File: src/rtl/coriolis_fpadd_share_arb.sv
// ---------------------------------------------------------------------------
// coriolis_fpadd_share_arb
//
// Purpose:
//   Shares one pipelined FP adder (34-bit FloPoCo-style operands) among NREQ
//   leaf streams. Operand pairs are granted one per cycle, registered onto
//   add_x/add_y, and tracked by a tag pipe that runs alongside the adder. The
//   tag at the head of the pipe steers the adder result to its owner. When
//   the owner cannot take the result, the whole adder and tag pipe freeze.
//
// Configuration:
//   CORIOLIS_ARB_FIXED_PRIO_EN defined   : fixed priority, lowest index wins,
//                                          no round-robin pointer.
//   CORIOLIS_ARB_FIXED_PRIO_EN undefined : round-robin arbitration (default).
//
// Ports:
//   clk        clock
//   rst        synchronous active-high reset
//   ivalid     per-requester operand-pair valid            [NREQ]
//   iready     per-requester accept (one-hot or zero)      [NREQ]
//   in1, in2   flattened X/Y operands, req k at k*STREAMW  [NREQ*STREAMW]
//   ovalid     one-hot result valid by owning requester    [NREQ]
//   out1       shared result bus (pass-through of add_r)   [STREAMW]
//   oready     per-requester result ready                  [NREQ]
//   add_x/y    registered operands to the adder            [STREAMW]
//   add_stall  freezes every adder stage while high
//   add_r      adder result                                [STREAMW]
// ---------------------------------------------------------------------------
module coriolis_fpadd_share_arb #(
  parameter int NREQ    = 4,
  parameter int STREAMW = 34,
  parameter int LAT     = 8
) (
  input  logic                    clk,
  input  logic                    rst,
  input  logic [NREQ-1:0]         ivalid,
  output logic [NREQ-1:0]         iready,
  input  logic [NREQ*STREAMW-1:0] in1,
  input  logic [NREQ*STREAMW-1:0] in2,
  output logic [NREQ-1:0]         ovalid,
  output logic [STREAMW-1:0]      out1,
  input  logic [NREQ-1:0]         oready,
  output logic [STREAMW-1:0]      add_x,
  output logic [STREAMW-1:0]      add_y,
  output logic                    add_stall,
  input  logic [STREAMW-1:0]      add_r
);

  localparam int TAGW = $clog2(NREQ);

  // Tag pipe: stage 0 lines up with add_x/add_y, stage LAT with add_r.
  logic [LAT:0]      r_vld;
  logic [TAGW-1:0]   r_tag [0:LAT];
  logic [STREAMW-1:0] r_add_x;
  logic [STREAMW-1:0] r_add_y;

  logic              w_stall;
  logic              w_found;
  logic [TAGW-1:0]   w_grant;
  logic [NREQ-1:0]   w_grant_oh;

`ifndef CORIOLIS_ARB_FIXED_PRIO_EN
  logic [TAGW-1:0]   r_ptr;
  int                w_idx;
`endif

  // Head result cannot leave: freeze adder, tag pipe and arbitration.
  assign w_stall = r_vld[LAT] & ~oready[r_tag[LAT]];

  always_comb begin
    w_found    = 1'b0;
    w_grant    = '0;
    w_grant_oh = '0;
`ifdef CORIOLIS_ARB_FIXED_PRIO_EN
    for (int k = 0; k < NREQ; k++) begin
      if (!w_found && ivalid[k]) begin
        w_found = 1'b1;
        w_grant = TAGW'(k);
      end
    end
`else
    w_idx = 0;
    // Search upward from the pointer, wrapping at NREQ.
    for (int off = 0; off < NREQ; off++) begin
      w_idx = int'(r_ptr) + off;
      if (w_idx >= NREQ) w_idx = w_idx - NREQ;
      if (!w_found && ivalid[w_idx]) begin
        w_found = 1'b1;
        w_grant = TAGW'(w_idx);
      end
    end
`endif
    if (w_stall) w_found = 1'b0;
    if (w_found) w_grant_oh[w_grant] = 1'b1;
  end

  assign iready = w_grant_oh;

  // Control state: valid bits, operand registers, pointer.
  always_ff @(posedge clk) begin
    if (rst) begin
      r_vld   <= '0;
      r_add_x <= '0;
      r_add_y <= '0;
`ifndef CORIOLIS_ARB_FIXED_PRIO_EN
      r_ptr   <= '0;
`endif
    end else if (!w_stall) begin
      r_vld <= {r_vld[LAT-1:0], w_found};
      if (w_found) begin
        r_add_x <= in1[int'(w_grant)*STREAMW +: STREAMW];
        r_add_y <= in2[int'(w_grant)*STREAMW +: STREAMW];
`ifndef CORIOLIS_ARB_FIXED_PRIO_EN
        if (int'(w_grant) == NREQ-1) r_ptr <= '0;
        else                         r_ptr <= w_grant + 1'b1;
`endif
      end
    end
  end

  // Tag payload needs no reset: it is only observed behind a valid bit.
  always_ff @(posedge clk) begin
    if (!w_stall) r_tag[0] <= w_grant;
  end

  generate
    for (genvar gi = 1; gi <= LAT; gi++) begin : g_tag_pipe
      always_ff @(posedge clk) begin
        if (!w_stall) r_tag[gi] <= r_tag[gi-1];
      end
    end
  endgenerate

  always_comb begin
    ovalid = '0;
    if (r_vld[LAT]) ovalid[r_tag[LAT]] = 1'b1;
  end

  assign out1      = add_r;
  assign add_x     = r_add_x;
  assign add_y     = r_add_y;
  assign add_stall = w_stall;

endmodule
File: config.mk
export PLATFORM = sky130hd
export DESIGN_NAME = coriolis_fpadd_share_arb
export DESIGN_NICKNAME = d
export VERILOG_FILES = /design/src/rtl/coriolis_fpadd_share_arb.sv
export SDC_FILE = /design/constraint.sdc
export NUM_CORES = 1
export LEC_CHECK = 0
export ABC_AREA = 1
export BUFFER_PORTS_ARGS = -buffer_cell sky130_fd_sc_hd__buf_4
export CAP_MARGIN = 20
export CORE_ASPECT_RATIO = 2
export CORE_MARGIN = 2
export CORE_UTILIZATION = 25
export CTS_CLUSTER_SIZE = 12
export DETAILED_ROUTE_END_ITERATION = 7
export GPL_ROUTABILITY_DRIVEN = 0
export PLACE_DENSITY_LB_ADDON = 0.3
export SYNTH_ARGS = -nofsm -noshare
export SYNTH_HDL_FRONTEND = slang
export SYNTH_SLANG_ARGS = --single-unit
File: constraint.sdc
create_clock -name clk -period 2.7 [get_ports clk]
set_input_delay 0.54 -clock clk [delete_from_list [all_inputs] [get_ports clk]]
set_output_delay 0.54 -clock clk [all_outputs]
set_load 0.02 [all_outputs]
# Word-level counts from Yosys, hierarchy flattened
# Memories as Yosys holds them, arrays and structs flattened.
# Index checks and enable logic that the tools add are counted.
[op_classes] n_reduce_logical=9 order_cmp=12 eq_ne=1 bitwise_logic=3 addsub=8 muxes=35 n_shift=2 multipliers=1
[op_table] op="136-bit by 32-bit indexed part select with 34-bit output" n=1
[op_table] op="136-bit by 9-bit indexed part select with 34-bit output" n=1
[op_table] op="32-bit by 4-bit less-than comparator with 1-bit output, second input constant" n=4
[op_table] op="32-bit two-way mux" n=4
[op_table] op="1-bit two-way mux" n=17
[op_table] op="3-bit by 3-bit subtractor with 4-bit output, second input constant" n=3
[op_table] op="1-bit binary-select mux with 2-bit select" n=5
[op_table] op="2-bit two-way mux" n=5
[op_table] op="3-bit >= comparator, second input constant" n=3
[op_table] op="4-bit two-way mux" n=2
[op_table] op="2-bit by 5-bit multiplier with 7-bit output, second input constant" n=1
[op_table] op="2-bit by 2-bit adder with 3-bit output, second input constant" n=2
[op_table] op="2-bit by 3-bit less-than comparator with 1-bit output, second input constant" n=2
[op_table] op="1-bit logical AND" n=5
[op_table] op="1-bit demux with 2-bit select" n=2
[op_table] op="2-bit by 1-bit >= comparator with 1-bit output, second input constant" n=2
[op_table] op="2-bit by 3-bit subtractor with 4-bit output, second input constant" n=1
[op_table] op="2-bit by 1-bit adder with 3-bit output, second input constant" n=1
[op_table] op="2-bit by 3-bit >= comparator with 1-bit output, second input constant" n=1
[op_table] op="1-bit zero test" n=3
[op_table] op="2-bit by 1-bit adder with 2-bit output, second input constant" n=1
[op_table] op="2-bit by 1-bit equality test with 1-bit output, second input constant" n=1
[op_table] op="1-bit inverter" n=2
[op_table] op="2-bit AND reduction" n=1
[op_table] op="1-bit AND" n=1
[word_totals] regBits=79 mem_count=1 elab_cells=76 in_bits=316 ramBits=18
[mem_list] name="r_tag" depth=9 width=2 rd=9 rd_clocked_by_memory_dff=0 write_ports=9 line_no="53" text="logic [TAGW-1:0] r_tag [0:LAT];"

# Depth between registers and ports, before layout
# Gate-level depths: netlist of run 1.
[depth] depth_word=20 depth_mapped=17

# Least setup slack after synthesis of run 1
# OpenSTA, ideal clock, no wires.
[synth_timing] path_type="input to output" startpoint="input port oready[3]" endpoint="output port iready[0]" t_arrival_ps=1995 cell_stages=8 required_ps=2160 path_buffers=2 slack_ps=165 path_cell_list="nand3_1 nand2_1 nor3_2 inv_2 o21ai_2 buf_2 buf_2 nor3_1"
[synth_via] elab_chain_len=6
[synth_rtl] item="start: declaration" line_no="42" text="input logic [NREQ-1:0] oready,"
[synth_rtl] item="1-bit binary-select mux with 2-bit select" line_no="68" text="assign w_stall = r_vld[LAT] & ~oready[r_tag[LAT]];"
[synth_rtl] item="1-bit two-way mux (implied by the code)" line_no="68"
[synth_rtl] item="1-bit inverter" line_no="68"
[synth_rtl] item="1-bit AND" line_no="68"
[synth_rtl] item="1-bit two-way mux" line_no="93" text="if (w_stall) w_found = 1'b0;"
[synth_rtl] item="4-bit two-way mux" line_no="94" text="if (w_found) w_grant_oh[w_grant] = 1'b1;"
[synth_rtl] item="end: declaration" line_no="37" text="output logic [NREQ-1:0] iready,"
# No other way between the ends. The select of a mux whose other input is x is not followed.

# Worst setup path in the final report of run 1
[layout_timing] startpoint="register r_ptr[0]" endpoint="output port iready[2]"
[layout_via] elab_chain_len=20
[layout_rtl] item="start: declaration" line_no="63" text="logic [TAGW-1:0] r_ptr;"
[layout_rtl] item="start signal: assignment" line_no="115" text="else r_ptr <= w_grant + 1'b1;"
[layout_rtl] item="branches (longest 19 deep; another with 3-bit by 3-bit subtractor with 4-bit output)"
[layout_rtl] item="4-bit two-way mux *" line_no="94"
# Mark *: on every way between the ends. The select of a mux whose other input is x is not followed.

==> run summary, run 1 <==
area grow syn2layout: 45.5%
# clock sinks: 97
Max Cap Violations: 0
P per Cell Area: 1270 nW/um^2
Synth Flop Type: dfxtp_1
Hold Crit Depth: 0
Worst path top cell family by delay: simple AND/OR/NAND/NOR gates
die width: 118 um
Antenna Violating Nets Remaining: 0
Final Cycle Share: 94.7%
outcome: finished clean
Lkg Pwr: 4.48 nW
drt total wl: 27.8 mm
Max-Slew Margin vs Limit: 42.7%
min cycle time layout: 2.56 ns
hold path startpoint: r_tag[0][2]
Buffers & Inverters on Critical Path: 4
hold_ws: 0.418 ns
CP max stage delay: 0.39 ns
post-DR vias/cell: 5.09
hold buffers post-CTS: 0
CP startpoint kind: register
DIE AREA: 27500 um^2
Port Buffer Count: 358
Worst path slowest cell: dfxtp_4
#FFs+latches synth: 97
fin util: 37.0%
crit path DAT: 2.02 ns
drt initial violations: 420
WHS Endpoint: r_tag[0][4]
FF-to-FF Start: r_ptr[0]
Most Frequent Cell on Critical Path: buf_4
Hold Path Class: register to register
critical path type: register to output port
syn nets: 1282
CP Cell Sequence: buf_6, nand2_1, nand2_2, nor2_2, buf_4, nand4_1, nand4_4, nand3_1, inv_1, buf_4
Slew @ Worst Pin: 0.860 ns
Finish-stage setup viols: 0
Layout Cell Area excl Fill: 9500 um^2
Boundary Pins: 427
worst slack at placement: 0.101 ns
Tot GR Track Use: 19.4%
Synthesis Warnings: 0
dpl hpwl: 20.5 mm
height of the chip: 233 um
initial antenna violation count: 1
Post-Syn Area: 6530 um^2
ys async rst share: 0%
Area after DPL: 9110 um^2
grt total ovfl: 0
Syn Inst Count: 966
Post-synth EDFFs: 18
global-route wire length before repair: 42.1 mm
vias in the first global route: 7750
Post-synth top cells: nand3_1 (476), nand2_1 (116), dfxtp_1 (79), a21oi_1 (71), buf_2 (58)
maximum clock rate: 391 MHz
post-layout net count: 1539
DR pass1 iterations: 5
Crit Reg-Reg Endpoint: add_x[8]
layout cells sized above 1: 35.6%
Clk Latency, worst-skew pair: 0.35 ns
FF-to-FF setup slack: 0.31 ns
VDD IR max: 0.00106 V
via count: 7988
CTS tree: done
Initial Utilization: 25.4%
synth top area cells: nand3_1 (36%), dfxtp_1 (24%), edfxtp_1 (8.3%), nand2_1 (6.7%), buf_4 (5.8%)
Worst Setup Slack, final: 0.142 ns
largest net degree at the start of global routing: 137
post-synth cell types: 25
Clock Skew: 0.00833 ns
worst-path fanout max: 8
CTS root buf: clkbuf_16
endpoints failing hold: 0
most numerous cell in the Yosys netlist: nand3_1
Mapped Avg Cell Area: 6.76 um^2
Overall Power: 12.1 mW
Data required, critical path: 2.16 ns
Bufs on Longest Clock Path: 2
Placement Rows: 83
CTS Buf Count: 9
register area share after synthesis: 32.5%
Wirelength per Cell: 17.7 um
core area: 25700 um^2
Reg clk slew, reported paths: 0.08 ns
Synth area leader: nand3_1
Pins Over Slew Limit: 0
Worst Setup End Kind: output port
drt drc: 0
reg2reg path depth: 12
top cell type's share of synthesized area: 36.5%
htree depth: 3
-- cells in the final DEF, fill, tap and decap left out --
cell / n
nand2_1: 108
a211oi_1: 1
inv_2: 6
nand2_4: 2
dfxtp_1: 77
nor3_2: 2
nor2_2: 3
nor2_1: 12
o21ai_4: 1
dfxtp_2: 1
nor2_4: 1
inv_6: 2
o21ai_0: 7
bufinv_16: 1
dfxtp_4: 1
nor3_1: 5
clkbuf_16: 10
diode_2: 1
buf_6: 1
buf_4: 371
o21ai_2: 1
edfxtp_1: 18
inv_1: 14
nand4_4: 1
inv_8: 3
buf_12: 8
nand3_2: 11
nand3_4: 1
nand4_1: 3
clkinvlp_4: 1
nand3_1: 475
nand2_2: 9
a21oi_1: 71
-- registers in the layout (all words and copies together), names as in the netlist --
register / flops
r_tag: 18
add_x: 34
r_vld: 9
r_ptr: 2
add_y: 34
-- through the flow --
step           setup TNS [ns]  instances
2_1_floorplan               0        966
3_3_place_gp                0       1551
3_5_place_dp                0       1551
4_1_cts                     0       1567
5_1_grt               -0.0159       1569
6_report                    0       1569
-- area by class of cell --
class	instances	area [um^2]
flip-flops and latches	97	2130
repair buffers	380	2960
well taps	340	425
multi-input cells	714	3570
fillers	2792	16200
clock buffers	10	250
clock inverters	6	77.6
inverters	21	86.3
diodes	1	2.50
-- power breakdown --
part / switching [mW] / internal [mW] / leakage [nW]
sequential: 0.298 / 2.11 / 0.858
clock: 0.630 / 0.796 / 0.159
combinational: 5.25 / 2.98 / 3.46
-- worst max-delay path by stage --
stage               startpoint         to  slack [ns]  depth (start not counted)
floorplan            oready[3]  iready[0]        0.16                          8
global placement     ivalid[2]  add_y[15]        0.13                         11
detailed placement   ivalid[2]  add_y[15]        0.10                         11
CTS                   r_ptr[0]  iready[1]       0.005                         15
global route          r_ptr[0]  iready[3]       -0.02                         10
finish                r_ptr[0]  iready[2]        0.14                         10
-- metal layers --
metal / part of all wire, % / vias up / global-route usage, %
met2: 54 / 345 / 35.7
met4: 5.8 / 0 / 11.9
met1: 34 / 3672 / 20.3
li1: - / 3877 / -
met3: 5.9 / 94 / 3.19
met5: 0 / - / 0
-- logic make-up (layout without fill, tap and decap cells) --
logic type / Yosys count / after routing / share of synthesized area (%)
other: 0 / 1 / 0
AOI/OAI and AO/OA: 81 / 81 / 6.31
and+or+nand+nor: 633 / 633 / 47.2
DFF: 97 / 97 / 32.5
buffers and inverters: 155 / 417 / 14.0
-- worst register-to-register path, delay by kind of cell, from the launching register on --
family | cells | cell delay (ns)
simple gates | 8 | 0.86
flops | 1 | 0.39
compound gates | 1 | 0.16
buf+inv | 3 | 0.94
-- timing repair --
action,4_1_cts,5_1_grt
endpoints found under the hold margin,0,0
pin swaps,0,1
buffers inserted,0,1
setup endpoints to repair,4,5
gates resized for setup,9,10
Note: power is estimated with default switching activity, not from simulation.
==> inputs of run 2 (changes only) <==
--- a/config.mk
+++ b/config.mk
@@ -14,6 +14,7 @@
 export CTS_CLUSTER_SIZE = 12
 export DETAILED_ROUTE_END_ITERATION = 7
 export GPL_ROUTABILITY_DRIVEN = 0
+export MAX_ROUTING_LAYER = met4
 export PLACE_DENSITY_LB_ADDON = 0.3
 export SYNTH_ARGS = -nofsm -noshare
 export SYNTH_HDL_FRONTEND = slang
==> constraint.sdc (replaced) <==
create_clock -name clk -period 2.7 [get_ports clk]
set_input_delay 0.405 -clock clk [delete_from_list [all_inputs] [get_ports clk]]
set_output_delay 0.405 -clock clk [all_outputs]
set_load 0.02 [all_outputs]
==> run summary, run 2 (same netlist as run 1, synthesis figures left out) <==
Reg clk slew, reported paths: 0.07 ns (was 0.08 ns)
Port Buffer Count: 358 (unchanged)
Bufs on Longest Clock Path: 2 (unchanged)
Lkg Pwr: 4.46 nW (was 4.48 nW)
Layout Cell Area excl Fill: 9450 um^2 (was 9500 um^2)
min cycle time layout: 2.57 ns (was 2.56 ns)
CP startpoint kind: register (unchanged)
# clock sinks: 97 (unchanged)
Area after DPL: 9100 um^2 (was 9110 um^2)
via count: 8043 (was 7988)
Worst Setup End Kind: output port (unchanged)
commonest non-fill, non-tap cell in the layout: nand3_1 (unchanged)
layout cells sized above 1: 35.0% (was 35.6%)
htree depth: 3 (unchanged)
Worst path top cell family by delay: simple AND/OR/NAND/NOR gates (unchanged)
worst slack at placement: 0.209 ns (was 0.101 ns)
Max Cap Violations: 0 (unchanged)
initial antenna violation count: 2 (was 1)
Hold Crit Depth: 0 (unchanged)
Boundary Pins: 427 (unchanged)
DR pass1 iterations: 5 (unchanged)
crit path DAT: 2.16 ns (was 2.02 ns)
Initial Utilization: 25.4% (unchanged)
global-route wire length before repair: 43.9 mm (was 42.1 mm)
Antenna Violating Nets Remaining: 0 (unchanged)
maximum clock rate: 390 MHz (was 391 MHz)
drt drc: 0 (unchanged)
hold buffers post-CTS: 0 (unchanged)
Placement Rows: 83 (unchanged)
RSZ-0062 raised after global routing: no
Pins Over Slew Limit: 0 (unchanged)
Final Cycle Share: 95.0% (was 94.7%)
WHS Endpoint: r_tag[2][0] (was r_tag[0][4])
drt initial violations: 459 (was 420)
Hold Path Class: register to register (unchanged)
Worst Setup Slack, final: 0.135 ns (was 0.142 ns)
vias in the first global route: 7910 (was 7750)
CP Cell Sequence: buf_4, nand2_1, nand2_2, nand2_1, nand2_2, nand2_1, nand2_4, nand2_4, nand2_2, inv_2, nor3_1, buf_4 (was buf_6, nand2_1, nand2_2, nor2_2, buf_4, nand4_1, nand4_4, nand3_1, inv_1, buf_4)
P per Cell Area: 1280 nW/um^2 (was 1270 nW/um^2)
FF-to-FF setup slack: 0.34 ns (was 0.31 ns)
die width: 118 um (unchanged)
post-DR vias/cell: 5.13 (was 5.09)
Crit Reg-Reg Endpoint: add_x[33] (was add_x[8])
Wirelength per Cell: 18.4 um (was 17.7 um)
Clk Latency, worst-skew pair: 0.36 ns (was 0.35 ns)
Finish-stage setup viols: 0 (unchanged)
height of the chip: 233 um (unchanged)
drt total wl: 28.9 mm (was 27.8 mm)
reg2reg path depth: 11 (was 12)
CTS root buf: clkbuf_16 (unchanged)
endpoints failing hold: 0 (unchanged)
outcome: finished clean (unchanged)
Data required, critical path: 2.30 ns (was 2.16 ns)
Fin Setup TNS: 0 ns (unchanged)
fillcell total: 2814 (was 2792)
Max-Slew Margin vs Limit: 45.5% (was 42.7%)
core area: 25700 um^2 (unchanged)
area grow syn2layout: 44.8% (was 45.5%)
most frequent cells in the layout: nand3_1 (475), buf_4 (371), nand2_1 (112), dfxtp_1 (77), a21oi_1 (71) (was nand3_1 (475), buf_4 (371), nand2_1 (108), dfxtp_1 (77), a21oi_1 (71))
FF-to-FF Start: r_ptr[0] (unchanged)
CTS tree: done (unchanged)
VDD IR max: 0.000913 V (was 0.00106 V)
CP max stage delay: 0.40 ns (was 0.39 ns)
post-layout net count: 1538 (was 1539)
Worst path slowest cell: dfxtp_4 (unchanged)
largest net degree at the start of global routing: 71 (was 137)
Tot GR Track Use: 21.0% (was 19.4%)
critical path type: register to output port (unchanged)
worst-path fanout max: 7 (was 8)
CTS Buf Count: 9 (unchanged)
hold path startpoint: r_tag[1][6] (was r_tag[0][2])
Buffers & Inverters on Critical Path: 3 (was 4)
Clock Skew: 0.00703 ns (was 0.00833 ns)
DIE AREA: 27500 um^2 (unchanged)
dpl hpwl: 21.2 mm (was 20.5 mm)
Slew @ Worst Pin: 0.817 ns (was 0.860 ns)
grt total ovfl: 0 (unchanged)
==> run 2: area by class of cell <==
class	count	area, um^2	area share, %
diodes	2	5.00	0.0529
clock inverters	6	72.6	0.768
inverters	21	83.8	0.887
multi-input cells	714	3550	37.6
repair buffers	379	2950	31.2
clock buffers	10	239	2.53
well taps	340	425	4.50
flip-flops and latches	97	2130	22.5
==> run 2: layer usage <==
| metal | global-route usage (%) | vias to the layer above | share of wire, % |
|---|---|---|---|
| li1 | - | 3881 | - |
| met5 | - | - | 0 |
| met2 | 36.9 | 344 | 54 |
| met4 | 13.0 | 0 | 5.5 |
| met1 | 22.2 | 3730 | 35 |
| met3 | 2.67 | 88 | 4.9 |
==> run 2: stage by stage <==
stage	instances	utilization (%)	total power, mW	hold WS, ns
CTS	1566	36.7	12.2	0.425
global placement	1550	35.5	10.7	0.404
floorplan	966	-	8.30	0.400
global route	1569	36.9	13.1	0.428
finish	1569	36.9	12.1	0.422
detailed placement	1550	35.5	10.7	0.406
==> run 2: where the power goes <==
group / leakage, nW / internal [mW] / switching [mW]
Combinational: 3.45 / 3.02 / 5.27
Sequential: 0.858 / 2.11 / 0.304
Clock: 0.155 / 0.758 / 0.619
==> run 2: worst max path at each step <==
stage	endpoint	cells past startpoint	slack (ns)	startpoint
finish	iready[3]	12	0.13	r_ptr[0]
global route	iready[1]	14	0.0008	r_ptr[0]
CTS	iready[1]	14	0.0001	r_ptr[0]
detailed placement	add_x[33]	11	0.21	r_ptr[0]
global placement	add_y[10]	12	0.26	r_ptr[0]
floorplan	iready[0]	9	0.31	r_tag[2][1]
==> run 2: timing repair <==
item | 4_1_cts | 5_1_grt
setup buffers | 0 | 1
hold endpoints to repair | 0 | 0
setup endpoints to repair | 4 | 4
resized for setup | 1 | 12
pin swaps | 0 | 2
==> inputs of run 3 (changes only) <==
--- a/config.mk
+++ b/config.mk
@@ -5,14 +5,12 @@
 export SDC_FILE = /design/constraint.sdc
 export NUM_CORES = 1
 export LEC_CHECK = 0
-export ABC_AREA = 1
 export BUFFER_PORTS_ARGS = -buffer_cell sky130_fd_sc_hd__buf_4
 export CAP_MARGIN = 20
-export CORE_ASPECT_RATIO = 2
-export CORE_MARGIN = 2
-export CORE_UTILIZATION = 25
+export CORE_AREA = 2 2 164 166
 export CTS_CLUSTER_SIZE = 12
 export DETAILED_ROUTE_END_ITERATION = 7
+export DIE_AREA = 0 0 166 168
 export GPL_ROUTABILITY_DRIVEN = 0
 export MAX_ROUTING_LAYER = met4
 export PLACE_DENSITY_LB_ADDON = 0.3
==> constraint.sdc (replaced) <==
create_clock -name clk -period 2.05 [get_ports clk]
set_input_delay 0.3075 -clock clk [delete_from_list [all_inputs] [get_ports clk]]
set_output_delay 0.3075 -clock clk [all_outputs]
set_load 0.02 [all_outputs]
==> run summary, run 3 <==
P per Cell Area: 689 nW/um^2 (was 1280 nW/um^2)
Slew @ Worst Pin: 0.434 ns (was 0.817 ns)
VDD IR max: 0.000291 V (was 0.000913 V)
Worst Setup Slack, final: -0.0613 ns (was 0.135 ns)
drt total wl: 21.6 mm (was 28.9 mm)
CP startpoint kind: register (unchanged)
Port Buffer Count: 358 (unchanged)
failing checks: negative setup slack
Finish-stage setup viols: 4 (was 0)
hold buffers post-CTS: 0 (unchanged)
Synth Flop Type: dfxtp_1 (unchanged)
Clk Latency, worst-skew pair: 0.35 ns (was 0.36 ns)
initial antenna violation count: 1 (was 2)
Antenna Violating Nets Remaining: 0 (unchanged)
Mapped Avg Cell Area: 9.00 um^2 (was 6.76 um^2)
post-synth cell types: 40 (was 25)
Clock Skew: 0.0106 ns (was 0.00703 ns)
Wirelength per Cell: 16.6 um (was 18.4 um)
largest net degree at the start of global routing: 45 (was 71)
global-route wire length before repair: 32.9 mm (was 43.9 mm)
post-layout net count: 1274 (was 1538)
Placement Rows: 60 (was 83)
syn nets: 953 (was 1282)
Bufs on Longest Clock Path: 2 (unchanged)
die width: 166 um (was 118 um)
Max Cap Violations: 0 (unchanged)
outcome: complete, but fails checks (was finished clean)
register area share after synthesis: 37.0% (was 32.5%)
Hold Path Class: input pin to register (was register to register)
post-DR vias/cell: 4.54 (was 5.13)
Boundary Pins: 427 (unchanged)
# clock sinks: 97 (unchanged)
Initial Utilization: 21.7% (was 25.4%)
Pins Over Slew Limit: 0 (unchanged)
RSZ-0062 raised after global routing: yes (was no)
#FFs+latches synth: 97 (unchanged)
layout cells sized above 1: 46.4% (was 35.0%)
hold_ws: 0.219 ns (was 0.422 ns)
crit path DAT: 1.80 ns (was 2.16 ns)
DIE AREA: 27900 um^2 (was 27500 um^2)
Synth area leader: dfxtp_1 (was nand3_1)
CTS root buf: clkbuf_16 (unchanged)
Worst Setup End Kind: output port (unchanged)
Diodes inserted: 0 (was 2)
via count: 5924 (was 8043)
critical path type: register to output port (unchanged)
maximum clock rate: 474 MHz
htree depth: 3 (unchanged)
Overall Power: 6.30 mW (was 12.1 mW)
Post-Syn Area: 5730 um^2 (was 6530 um^2)
Post-synth EDFFs: 18 (unchanged)
Synthesis Warnings: 0 (unchanged)
top cell type's share of synthesized area: 27.6% (was 36.5%)
ys async rst share: 0% (unchanged)
Syn Inst Count: 637 (was 966)
drt initial violations: 295 (was 459)
Data required, critical path: 1.74 ns (was 2.30 ns)
min cycle time layout: 2.11 ns
dpl hpwl: 16.2 mm (was 21.2 mm)
Max-Slew Margin vs Limit: 70.9% (was 45.5%)
grt total ovfl: 0 (unchanged)
Final Cycle Share: 103%
most frequent cells in the layout: buf_4 (379), inv_1 (122), mux2i_1 (84), dfxtp_1 (79), o32ai_1 (58) (was nand3_1 (475), buf_4 (371), nand2_1 (112), dfxtp_1 (77), a21oi_1 (71))
worst-path fanout max: 6 (was 7)
CTS Buf Count: 9 (unchanged)
synth top area cells: dfxtp_1 (28%), mux2i_1 (15%), edfxtp_1 (9.4%), o32ai_1 (8.9%), inv_1 (8.0%) (was nand3_1 (36%), dfxtp_1 (24%), edfxtp_1 (8.3%), nand2_1 (6.7%), buf_4 (5.8%))
vias in the first global route: 5953 (was 7910)
DR pass1 iterations: 4 (was 5)
height of the chip: 168 um (was 233 um)
Reg clk slew, reported paths: 0.08 ns (was 0.07 ns)
CTS tree: done (unchanged)
Post-synth top cells: inv_1 (122), mux2i_1 (84), dfxtp_1 (79), o32ai_1 (58) (was nand3_1 (476), nand2_1 (116), dfxtp_1 (79), a21oi_1 (71), buf_2 (58))
Tot GR Track Use: 15.4% (was 21.0%)
Fin Setup TNS: -0.189 ns (was 0 ns)
endpoints failing hold: 0 (unchanged)
core area: 26400 um^2 (was 25700 um^2)
drt drc: 0 (unchanged)
Lkg Pwr: 4.38 nW (was 4.46 nW)
area grow syn2layout: 59.5% (was 44.8%)
commonest non-fill, non-tap cell in the layout: buf_4 (was nand3_1)
most numerous cell in the Yosys netlist: inv_1 (was nand3_1)
-- run 3: logic make-up (layout without fill, tap and decap cells) --
logic type             count (synthesis)  in the layout  share of synthesized area, %
DFF                                   97             97                          37.0
and+or+nand+nor                       45             45                          3.80
muxes                                 86             86                          15.1
AOI/OAI and AO/OA                    203            203                          27.1
buffers and inverters                206            532                          17.0
-- run 3: per-stage QoR --
step	utilization (%)	std cells	cell area (um^2)	worst slack [ns]
after global placement	33.0	1281	8710	0.0198
after detailed placement	33.0	1281	8710	0.0478
after global routing	34.7	1304	9140	-0.145
after CTS	34.3	1298	9050	-0.0875
final	34.7	1304	9140	-0.0613
after floorplan	-	637	5730	0.0585
-- run 3: layer usage --
metal / part of all wire, % / track usage (%) / vias to the layer above
met5: 0 / - / -
met4: 2.1 / 4.84 / 0
met3: 6.0 / 3.01 / 33
met2: 49 / 25.2 / 226
met1: 43 / 19.1 / 2775
li1: - / - / 2890
-- run 3: cell type report --
cell class | instances | area (um^2)
Timing Repair Buffer | 393 | 3100
Inverter | 123 | 462
Tap cell | 341 | 427
Clock buffer | 12 | 268
Fill cell | 2756 | 17200
Sequential cell | 97 | 2120
Multi-Input combinational cell | 334 | 2730
Clock inverter | 4 | 33.8
-- run 3: repair_timing --
item                                    in CTS  in global routing
gates cloned                                 0                  0
setup buffers                                2                  6
endpoints found under the setup margin       5                 13
pin swaps                                    4                  2
resized for setup                            7                  8
-- run 3: power by group --
part | switching, mW | internal (mW) | leakage, nW
sequential | 0.133 | 2.22 | 0.855
clock | 0.802 | 0.942 | 0.145
combinational | 1.11 | 1.09 | 3.38
total | 2.05 | 4.25 | 4.38
-- run 3: worst paths after layout --
| path | startpoint | end | slack (ns) | cells after the start |
|---|---|---|---|---|
| max | r_tag[2][1] | iready[2] | -0.06 | 5 |
| min | in2[3] | add_y[3] | 0.22 | 3 |
| max reg2reg | r_tag[2][1] | add_y[29] | 0.15 | 7 |
| min reg2reg | r_tag[1][7] | r_tag[2][1] | 0.42 | 0 |
-- run 3: worst max-delay path, cell delays in order, from the launching register on --
cell and delay [ns]:
edfxtp_1 0.45, mux2_4 0.36, o221ai_4 0.25, buf_6 0.19, nor4_4 0.05, buf_4 0.17
